**src/rtl/prog_loader.sv**
```systemverilog
// Boot-time program loader: assembles big-endian 16-bit words from a byte stream
// and writes them to program memory from address 0. Optional LOADER_CHECKSUM_EN adds an XOR checksum byte.
module prog_loader #(
  parameter int size       = 'h1000,
  parameter int addr_width = $clog2(size),
  parameter int data_width = 16
) (
  input  logic                  clock,
  input  logic                  reset,
  input  logic [7:0]            rx_data,
  input  logic                  rx_valid,
  output logic [addr_width-1:0] wr_address,
  output logic [data_width-1:0] wr_data,
  output logic                  wr_en,
  output logic                  cpu_reset,
  output logic                  done,
  output logic                  error
);

  localparam logic [7:0]  MAGIC  = 8'hA5;
  localparam logic [16:0] SIZE_N = 17'(size);

`ifdef LOADER_CHECKSUM_EN
  typedef enum logic [2:0] {IDLE, LEN_HI, LEN_LO, DATA_HI, DATA_LO, CHECK, DONE, ERROR} state_t;
  localparam state_t FINAL_ST = CHECK;
`else
  typedef enum logic [2:0] {IDLE, LEN_HI, LEN_LO, DATA_HI, DATA_LO, DONE, ERROR} state_t;
  localparam state_t FINAL_ST = DONE;
`endif

  state_t                state, state_n;
  logic [15:0]           len, len_n, len_rx;
  logic [15:0]           cnt, cnt_n, cnt_inc;
  logic [7:0]            hi, hi_n;
  logic [addr_width-1:0] addr, addr_n;
  logic [addr_width-1:0] wr_address_n;
  logic [data_width-1:0] wr_data_n;
  logic                  wr_en_n;
  logic                  start;
`ifdef LOADER_CHECKSUM_EN
  logic [7:0]            csum, csum_n;
  logic                  acc;
`endif

  always_ff @(posedge clock or posedge reset) begin
    if (reset) begin
      state      <= IDLE;
      len        <= '0;
      cnt        <= '0;
      hi         <= '0;
      addr       <= '0;
      wr_address <= '0;
      wr_data    <= '0;
      wr_en      <= 1'b0;
      cpu_reset  <= 1'b1;
      done       <= 1'b0;
      error      <= 1'b0;
`ifdef LOADER_CHECKSUM_EN
      csum       <= '0;
`endif
    end else begin
      state      <= state_n;
      len        <= len_n;
      cnt        <= cnt_n;
      hi         <= hi_n;
      addr       <= addr_n;
      wr_address <= wr_address_n;
      wr_data    <= wr_data_n;
      wr_en      <= wr_en_n;
      // Status flags are registered images of the next state.
      cpu_reset  <= (state_n != DONE);
      done       <= (state_n == DONE);
      error      <= (state_n == ERROR);
`ifdef LOADER_CHECKSUM_EN
      csum       <= csum_n;
`endif
    end
  end

  always_comb begin
    state_n      = state;
    len_n        = len;
    cnt_n        = cnt;
    hi_n         = hi;
    addr_n       = addr;
    wr_address_n = wr_address;
    wr_data_n    = wr_data;
    wr_en_n      = 1'b0;
    start        = 1'b0;
    len_rx       = {len[15:8], rx_data};
    cnt_inc      = cnt + 16'd1;
`ifdef LOADER_CHECKSUM_EN
    csum_n       = csum;
    acc          = 1'b0;
`endif

    if (rx_valid) begin
      case (state)
        IDLE: start = (rx_data == MAGIC);
        LEN_HI: begin
          len_n   = {rx_data, 8'h00};
          state_n = LEN_LO;
`ifdef LOADER_CHECKSUM_EN
          acc     = 1'b1;
`endif
        end
        LEN_LO: begin
          len_n = len_rx;
          if ({1'b0, len_rx} > SIZE_N) state_n = ERROR;
          else if (len_rx == 16'd0)    state_n = FINAL_ST;
          else                         state_n = DATA_HI;
`ifdef LOADER_CHECKSUM_EN
          acc   = 1'b1;
`endif
        end
        DATA_HI: begin
          hi_n    = rx_data;
          state_n = DATA_LO;
`ifdef LOADER_CHECKSUM_EN
          acc     = 1'b1;
`endif
        end
        DATA_LO: begin
          wr_en_n      = 1'b1;
          wr_address_n = addr;
          wr_data_n    = data_width'({hi, rx_data});
          addr_n       = addr + addr_width'(1);
          cnt_n        = cnt_inc;
          state_n      = (cnt_inc == len) ? FINAL_ST : DATA_HI;
`ifdef LOADER_CHECKSUM_EN
          acc          = 1'b1;
`endif
        end
`ifdef LOADER_CHECKSUM_EN
        CHECK: state_n = (rx_data == csum) ? DONE : ERROR;
`endif
        ERROR:   start = (rx_data == MAGIC);
        default: ;
      endcase
    end

`ifdef LOADER_CHECKSUM_EN
    if (acc) csum_n = csum ^ rx_data;
`endif

    if (start) begin
      state_n = LEN_HI;
      addr_n  = '0;
      cnt_n   = '0;
`ifdef LOADER_CHECKSUM_EN
      csum_n  = '0;
`endif
    end
  end

endmodule

```
**config.mk**
```make
export PLATFORM = sky130hd
export DESIGN_NAME = prog_loader
export DESIGN_NICKNAME = d
export VERILOG_FILES = /design/src/rtl/prog_loader.sv
export SDC_FILE = /design/constraint.sdc
export NUM_CORES = 1
export LEC_CHECK = 0
export BUFFER_PORTS_ARGS = -buffer_cell sky130_fd_sc_hd__buf_2
export CAP_MARGIN = 20
export CORE_MARGIN = 2
export CORE_UTILIZATION = 50
export DETAILED_ROUTE_END_ITERATION = 8
export GPL_ROUTABILITY_DRIVEN = 0
export PLACE_DENSITY = 0.67
export SLEW_MARGIN = 20
export SYNTH_ARGS = -nofsm -noshare
export SYNTH_HDL_FRONTEND = slang
export SYNTH_SLANG_ARGS = --single-unit
```
**constraint.sdc**
```tcl
create_clock -name clock -period 6.1 [get_ports clock]
set_input_delay 0.305 -clock clock [delete_from_list [all_inputs] [get_ports clock]]
set_output_delay 0.305 -clock clock [all_outputs]
set_load 0.01 [all_outputs]
```
# Word level (Yosys, flattened, before mapping)
# Cells that the tools add are included.
[word_totals]
register_bits = 87
latch_bits = 0
ram_bits = 0
rom_bits = 0
in_bits = 11
out_inout_bits = 32
word_cells = 54
memories = 0
[op_classes]
n_addsub = 2
n_mul = 0
n_div = 0
magnitude_cmp = 1
n_eq_ne = 10
shift = 0
n_mux = 17
bitwise = 1
n_reduce_logical = 11
[ops]
columns = ["operator", "count"]
rows = [
  ["two-way mux 16 bit", 3],
  ["two-way mux 12 bit", 3],
  ["case mux 16 bit (2 select lines)", 1],
  ["adder 16 x 1 -> 16 bit, second input constant", 1],
  ["== test 16 bit", 1],
  ["> comparator 16 x 13 -> 1 bit, second input constant", 1],
  ["logical NOT 16 bit", 1],
  ["two-way mux 3 bit", 5],
  ["adder 12 x 1 -> 12 bit, second input constant", 1],
  ["== test 3 bit, second input constant", 4],
  ["case mux 3 bit (4 select lines)", 1],
  ["== test 8 bit, second input constant", 1],
  ["AND reduction 2 bit", 4],
  ["== test 3 x 2 -> 1 bit, second input constant", 2],
  ["nonzero test 2 bit", 3],
  ["two-way mux 1 bit", 4],
  ["== test 3 x 1 -> 1 bit, second input constant", 1],
  ["logical NOT 3 bit", 1],
  ["inequality test 3 bit, second input constant", 1],
  ["AND reduction 3 bit", 1],
  ["OR reduction 2 bit", 1],
  ["inverter 1 bit", 1],
]

# Longest topological paths before layout
# Gate-level depths: netlist of the first run.
[depth]
word_depth = 7
ltp_mapped = 11
mapped_depth_nobuf = 9

# Worst setup path before layout of the first run
# No wires, ideal clock.
[synth_timing]
path_type = "register -> register"
from = "register cnt[0]"
to = "register done"
arrival_ns = 2.273
path_slack_ns = 3.759
stages_incl_launch_ff = 9
cell_sequence = "dfrtp_1 > ha_1 > nand2_2 > nor2_2 > a2111oi_4 > nand3_1 > or3_1 > o31ai_1 > and3_1"
[synth_between]
elab_chain_len = 7
[synth_rtl]
columns = ["element", "line", "source"]
rows = [
  ["from (decl)", "33", "logic [15:0] cnt, cnt_n, cnt_inc;"],
  ["from (signal assigned)", "64", "cnt <= cnt_n;"],
  ["adder 16 x 1 -> 16 bit", "91", "cnt_inc = cnt + 16'd1;"],
  ["== test 16 bit", "129", "state_n = (cnt_inc == len) ? FINAL_ST : DATA_HI;"],
  ["two-way mux 3 bit", "129", ""],
  ["case mux 3 bit (4 select lines)", "98", "case (state)"],
  ["two-way mux 3 bit", "97", "if (rx_valid) begin"],
  ["two-way mux 3 bit", "146", "if (start) begin"],
  ["== test 3 bit", "72", "done <= (state_n == DONE);"],
  ["to (signal assigned)", "72", ""],
  ["to (decl)", "16", "output logic done,"],
]
# No other way between the ends.
# A chain may end at the register's enable or synchronous reset.

# Worst setup path in the final report of the first run
# Same ends and word-level chain as after synthesis.

==> metrics, run 1 <==
outcome finished clean; Die X-Extent slightly below 100 um; Worst R2R Path Depth 8; mean instance size in the synthesized netlist 9.293 um^2; Synth Instances 461; destination of the critical timing path done; number of nets in the layout 511; clock insertion delay at the later pin of the skew report between 300 and 400 ps; clock period minus worst slack ~2800 ps; Max Slew Vio Count 0; clock sink total 87; crit end category register; Syn. warnings 0; antenna violations before repair 0; unrepaired setup endpoints after global routing no; critical path data required time 6380 ps; Worst Setup Path Type register to register; slew at the pin closest to its max-slew limit 970.0 ps; maximum single-stage delay on the critical path 620 ps; total inserted antenna cells 0; clock tree from TritonCTS yes; Die Footprint 0.009325 mm^2; number of setup violations in the final report 0; number of top-level design ports 43; drt via density approximately 5.4; Worst Setup Slack, final approximately 3300 ps; post-synthesis async set-or-reset flop share 100.0%; ys flop type sky130_fd_sc_hd__dfrtp_1; number of port buffers 42; share of layout cells above drive strength 1 16.70%; remaining global-route overflow 0; final hold slack 241.7 ps; height of the die roughly 97 um; reported max-cap violation count 0; post-detailed-route wirelength per cell 15.07 um; area of the core slightly above 0.008 mm^2; Leak Pwr roughly 2.3 nW; reg-to-reg critical path startpoint cnt[0]; Post-Route Setup TNS 0 ps; Reg clk slew, reported paths 90 ps; count of unresolved DRC violations after routing 0; Clock Tree Root sky130_fd_sc_hd__clkbuf_8; maximum achievable frequency 361.8 MHz; highest-delay cell along the critical path sky130_fd_sc_hd__o31ai_1; Pwr per Cell Area 392.3 mW/mm^2; CP delay by family, top simple AND/OR/NAND/NOR gates; share of the clock period used by the worst path after layout 45.31%; clock buffer count from CTS 9; post-synthesis sequential area ratio 50.85%; CP startpoint kind register; cells along the critical path ha_1 -> nand2_2 -> nor2_2 -> nand2_1 -> o211ai_1 -> nand4_1 -> o31ai_1 -> and3_1; Crit Path Max Fanout 8; clock tree skew after final layout 15.02 ps; post-synth top area cell sky130_fd_sc_hd__dfrtp_1; type of the most critical hold path input port to register; number of antenna-violating nets in the routed design 0; mapped cell area between 0.004 and 0.005 mm^2; Max-Slew Margin vs Limit 35.09%; overall track demand over capacity in global routing between 20% and 30%; instance count on the critical path 8; cell types with the largest area share after synthesis sky130_fd_sc_hd__dfrtp_1 (50%), sky130_fd_sc_hd__nand2_1 (11%), sky130_fd_sc_hd__o21ai_0 (5.6%); number of global-route vias before repair ~3000; standard-cell row count 33; critical path data arrival time 3040 ps; number of nets produced by synthesis around 470; total via count after detailed routing 3256; Max VDD drop approximately 0.22 mV; first-pass GRT wire length roughly 15 mm; share of the synthesized area in the top cell type 50.23%; Synth-to-Final Area Change 10.40%; hold violation count in the final report 0; capture point of the worst reg-to-reg path done; number of buffers and inverters on the critical path 0; H-Tree Depth 3; final wirelength 9.161 mm; number of distinct library cells after synthesis 55; Pre-antenna DRT Iters 4; starting utilization of the core area 51.88%; register-to-register path setup slack between 3000 and 4000 ps; Setup WS pre-CTS 3416 ps; startpoint of the most critical setup path cnt[0]; Iteration-0 DRC Markers between 150 and 200; register bit total from synthesis 87; number of enable-type register cells in the synthesized netlist 0; largest net degree at the start of global routing 55; maximum root-to-sink buffer count 2; Post-DP HPWL 6.071 mm
==> synth_stat cells, drive strengths merged (2+ instances only) <==
cell	count
nand2	125
dfrtp	86
o21ai	48
nor2	28
nand3	22
xnor2	21
clkbuf	13
xor2	12
mux2	9
a21oi	8
inv	8
buf	7
o31ai	7
nand4	6
and2	5
and3	5
nor3	5
nor4	5
or3	5
a21o	4
nand2b	3
nor2b	3
or4	3
a31oi	2
ha	2
nor3b	2
o211ai	2
or3b	2
==> per-layer routing <==
layer  global-route usage, %  share of wire (%)  vias up
li1                        -                  -     1636
met2                   32.75                 45       79
met5                       0                  0        -
met3                   3.491                4.5       12
met4                   7.512                1.6        0
met1                   32.38                 49     1529
==> layout make-up <==
class,instances,area [um^2]
repair buffers,46,242.7
clock buffers,10,127.6
well taps,105,131.4
fillers,750,3528
inverters,8,31.28
multi-input cells,346,1973
flip-flops and latches,87,2178
clock inverters,6,45.04
==> power breakdown <==
part | leakage, nW | internal, mW | switching [mW]
Sequential | 1.14 | 0.738 | 0.149
Clock | 0.0789 | 0.150 | 0.218
Combinational | 1.08 | 0.263 | 0.337
Total | 2.30 | 1.15 | 0.704
==> kinds of logic (layout without fill, tap and decap cells) <==
kind of cell | Yosys count | after routing | synth area share, %
flops | 87 | 87 | 50.85
xor+xnor | 34 | 34 | 7.272
mux | 10 | 10 | 2.599
buf+inv | 28 | 70 | 3.096
simple gates | 222 | 222 | 24.36
compound gates | 78 | 78 | 11.24
fa+ha+maj | 2 | 2 | 0.5840
==> placed cells by master, fill, tap and decap left out, types with 4 or more instances in the layout <==
cell	Yosys	layout
sky130_fd_sc_hd__nand3_1	20	20
sky130_fd_sc_hd__dfrtp_1	86	86
sky130_fd_sc_hd__and2_1	5	5
sky130_fd_sc_hd__clkbuf_8	0	9
sky130_fd_sc_hd__mux2_2	9	9
sky130_fd_sc_hd__or3_1	5	5
sky130_fd_sc_hd__o21ai_0	48	48
sky130_fd_sc_hd__nand4_1	5	5
sky130_fd_sc_hd__xnor2_1	21	21
sky130_fd_sc_hd__nor2_1	26	26
sky130_fd_sc_hd__nor4_1	5	5
sky130_fd_sc_hd__o31ai_1	6	6
sky130_fd_sc_hd__xor2_1	12	12
sky130_fd_sc_hd__nand2_1	124	124
sky130_fd_sc_hd__and3_1	4	4
sky130_fd_sc_hd__nor3_1	4	4
sky130_fd_sc_hd__a21o_1	4	4
sky130_fd_sc_hd__inv_1	7	6
sky130_fd_sc_hd__buf_2	1	42
sky130_fd_sc_hd__a21oi_1	8	8
==> stage by stage <==
step / cell area (um^2) / instances / utilization [%] / total power [mW]
after floorplan: 4284 / 461 / - / 1.325
after global placement: 4547 / 591 / 55.06 / 1.476
after detailed placement: 4547 / 591 / 55.06 / 1.492
after CTS: 4730 / 608 / 57.27 / 1.866
after global routing: 4730 / 608 / 57.27 / 1.992
final: 4730 / 608 / 57.27 / 1.855
==> how the worst min path moves through the flow <==
stage / startpoint / endpoint / cells past startpoint
5_1_grt: rx_data[7] / wr_data[7] / 3
3_3_place_gp: reset / wr_address[5] / 2
2_1_floorplan: rx_data[0] / wr_data[0] / 2
4_1_cts: rx_data[7] / wr_data[7] / 3
6_report: rx_data[6] / wr_data[6] / 3
3_5_place_dp: reset / wr_address[5] / 2
==> timing repair <==
item / CTS / global route
hold buffers: 1 / 0
setup buffers: 0 / 0
resized for setup: 0 / 0
hold endpoints to repair: 22 / 0
==> worst min-delay path, stage by stage <==
cell and delay (ps):
sky130_fd_sc_hd__buf_2 140, sky130_fd_sc_hd__nand2_1 70, sky130_fd_sc_hd__nand2_1 40
==> sequential cells by signal (all words and copies together), names as in the netlist <==
name and cells:
cnt 16, len 16, wr_data 16, addr 12
wr_address 12, hi 8, state 3, cpu_reset 1
done 1, error 1, wr_en 1
(Power assumes the default switching activity.)
==> run 2: changes to the inputs <==
==> constraint.sdc (replaced) <==
create_clock -name clock -period 2.8 [get_ports clock]
set_input_delay 0.14 -clock clock [delete_from_list [all_inputs] [get_ports clock]]
set_output_delay 0.14 -clock clock [all_outputs]
set_load 0.01 [all_outputs]
==> run 2 against run 1 <==
Net effect: non-clock buffer count up 3; largest power group unchanged; clock skew down 3.8 ps; critical path depth unchanged; worst setup slack worse by 3100 ps; highest routed layer unchanged; critical path type unchanged; clock-buffer cell count down 1.
==> metrics, run 2 (synthesis gave the netlist of run 1 again) <==
standard-cell row count 33; Max Slew Vio Count 0; share of layout cells above drive strength 1 between 10% and 20%; first-pass GRT wire length 15.77 mm; antenna violations before repair 0; fraction of power consumed by the clock network 25.3%; Crit Path Max Fanout 8; final wirelength ~9.4 mm; starting utilization of the core area a little over 50%; total inserted antenna cells 0; type of the most critical hold path input port to register; clock tree from TritonCTS yes; Worst R2R Path Depth 8; setup repair bufs after CTS 0; Post-Route Setup TNS 0 ps; Max-Slew Margin vs Limit 35.70%; clock sink total 87; largest net degree at the start of global routing 45; critical path data arrival time 2870 ps; hold violation count in the final report 0; total via count after detailed routing 3350; Iteration-0 DRC Markers 154; number of nets in the layout between 500 and 600; maximum achievable frequency 387.5 MHz; CP startpoint kind register; Pwr per Cell Area 901.5 mW/mm^2; maximum root-to-sink buffer count 2; Post-DP HPWL 6.569 mm; capture point of the worst reg-to-reg path error; Worst Setup Path Type register to register; destination of the critical timing path error; startpoint of the most critical setup path cnt[0]; Reg clk slew, reported paths approximately 90 ps; number of top-level design ports 43; outcome finished clean; Area after DPL ~0.0046 mm^2; Synth-to-Final Area Change 13.17%; critical path data required time 3090 ps; sequential group share of total power 44.2%; share of the clock period used by the worst path after layout 92.17%; Clock Tree Root sky130_fd_sc_hd__clkbuf_8; combinational fraction of design power 30.5%; reported max-cap violation count 0; Die Footprint 0.009325 mm^2; Leak Pwr 2.366 nW; post-detailed-route wirelength per cell 15.44 um; clock tree skew after final layout 11.23 ps; Die X-Extent 96.57 um; PnR Total Power 4.371 mW; number of global-route vias before repair 3201; most common cell after layout, fill and taps aside sky130_fd_sc_hd__nand2_1; switching share of total power a little over a third; Pre-antenna DRT Iters 4; area of the core 0.008258 mm^2; remaining global-route overflow 0; clock buffer count from CTS 9; registers with the most flip-flops cnt: 16 flops, len: 16 flops, wr_data: 16 flops; reg-to-reg critical path startpoint cnt[0]; overall track demand over capacity in global routing 22.51%; number of antenna-violating nets in the routed design 0; count of unresolved DRC violations after routing 0; commonest cells after routing, fill and taps aside sky130_fd_sc_hd__nand2_1 (124), sky130_fd_sc_hd__dfrtp_1 (86), sky130_fd_sc_hd__o21ai_0 (48), sky130_fd_sc_hd__buf_2 (42), sky130_fd_sc_hd__nor2_1 (26); Max VDD drop between 0.5 and 0.6 mV; clock insertion delay at the later pin of the skew report 370 ps; clock period minus worst slack 2581 ps; crit end category register; sw power 1.575 mW; height of the die 96.57 um; H-Tree Depth 3; register-to-register path setup slack 220 ps; number of port buffers 42; unrepaired setup endpoints after global routing no; internal power contribution ~2.8 mW; slew at the pin closest to its max-slew limit 960.9 ps; Design Area, Final 0.004848 mm^2; number of setup violations in the final report 0; drt via density 5.483
[run 2: layout make-up]
| type | count | area [um^2] |
|---|---|---|
| Clock inverter | 7 | 127.6 |
| Tap cell | 105 | 131.4 |
| Fill cell | 755 | 3410 |
| Timing Repair Buffer | 49 | 277.8 |
| Multi-Input combinational cell | 346 | 1978 |
| Inverter | 8 | 31.28 |
| Sequential cell | 87 | 2178 |
| Clock buffer | 9 | 123.9 |
[run 2: critical path, stage by stage, from the launching register on]
cell,delay (ps)
sky130_fd_sc_hd__dfrtp_1,470
sky130_fd_sc_hd__ha_1,310
sky130_fd_sc_hd__nand2_2,150
sky130_fd_sc_hd__nor2_2,110
sky130_fd_sc_hd__a2111oi_4,340
sky130_fd_sc_hd__nand3_1,120
sky130_fd_sc_hd__or4_1,530
sky130_fd_sc_hd__o31ai_4,260
sky130_fd_sc_hd__nor3b_2,210
[run 2: layer usage]
metal / share of wire (%) / vias to the layer above / wire length, um / track usage [%]
li1: - / 1644 / - / -
met1: 47 / 1604 / 4441 / 31.62
met2: 47 / 84 / 4430 / 35.65
met3: 4.0 / 18 / 376 / 3.258
met4: 2.0 / 0 / 184 / 8.568
met5: 0 / - / 0 / 0
[run 2: power groups by stage]
stage	logic, mW	clock network, mW	registers [mW]
after CTS	1.33	1.12	1.93
final	1.33	1.10	1.93
after detailed placement	1.33	0	1.95
after global routing	1.50	1.17	1.99
after global placement	1.29	0	1.94
after floorplan	0.963	0	1.93
[run 2: per-stage QoR]
stage,util [%],setup WS (ps),cells,hold slack (ps)
finish,58.71,219.3,611,54.25
global route,58.71,43.90,611,53.12
CTS,58.65,150.5,611,44.59
detailed placement,55.48,166.6,594,303.3
global placement,55.48,227.5,594,300.0
floorplan,-,411.5,461,245.4
[run 2: how the worst min path moves through the flow]
| stage | from | depth (start not counted) | endpoint |
|---|---|---|---|
| 2_1_floorplan | rx_data[0] | 2 | wr_data[0] |
| 3_3_place_gp | reset | 2 | wr_address[5] |
| 3_5_place_dp | reset | 2 | addr[1] |
| 6_report | rx_data[6] | 3 | wr_data[6] |
| 5_1_grt | rx_data[6] | 3 | wr_data[6] |
| 4_1_cts | rx_data[7] | 3 | wr_data[7] |
[run 2: timing repair]
action | CTS | global route
hold endpoints to repair | 43 | 0
resized for setup | 0 | 1
hold buffers | 1 | 0
endpoints found under the setup margin | 0 | 4
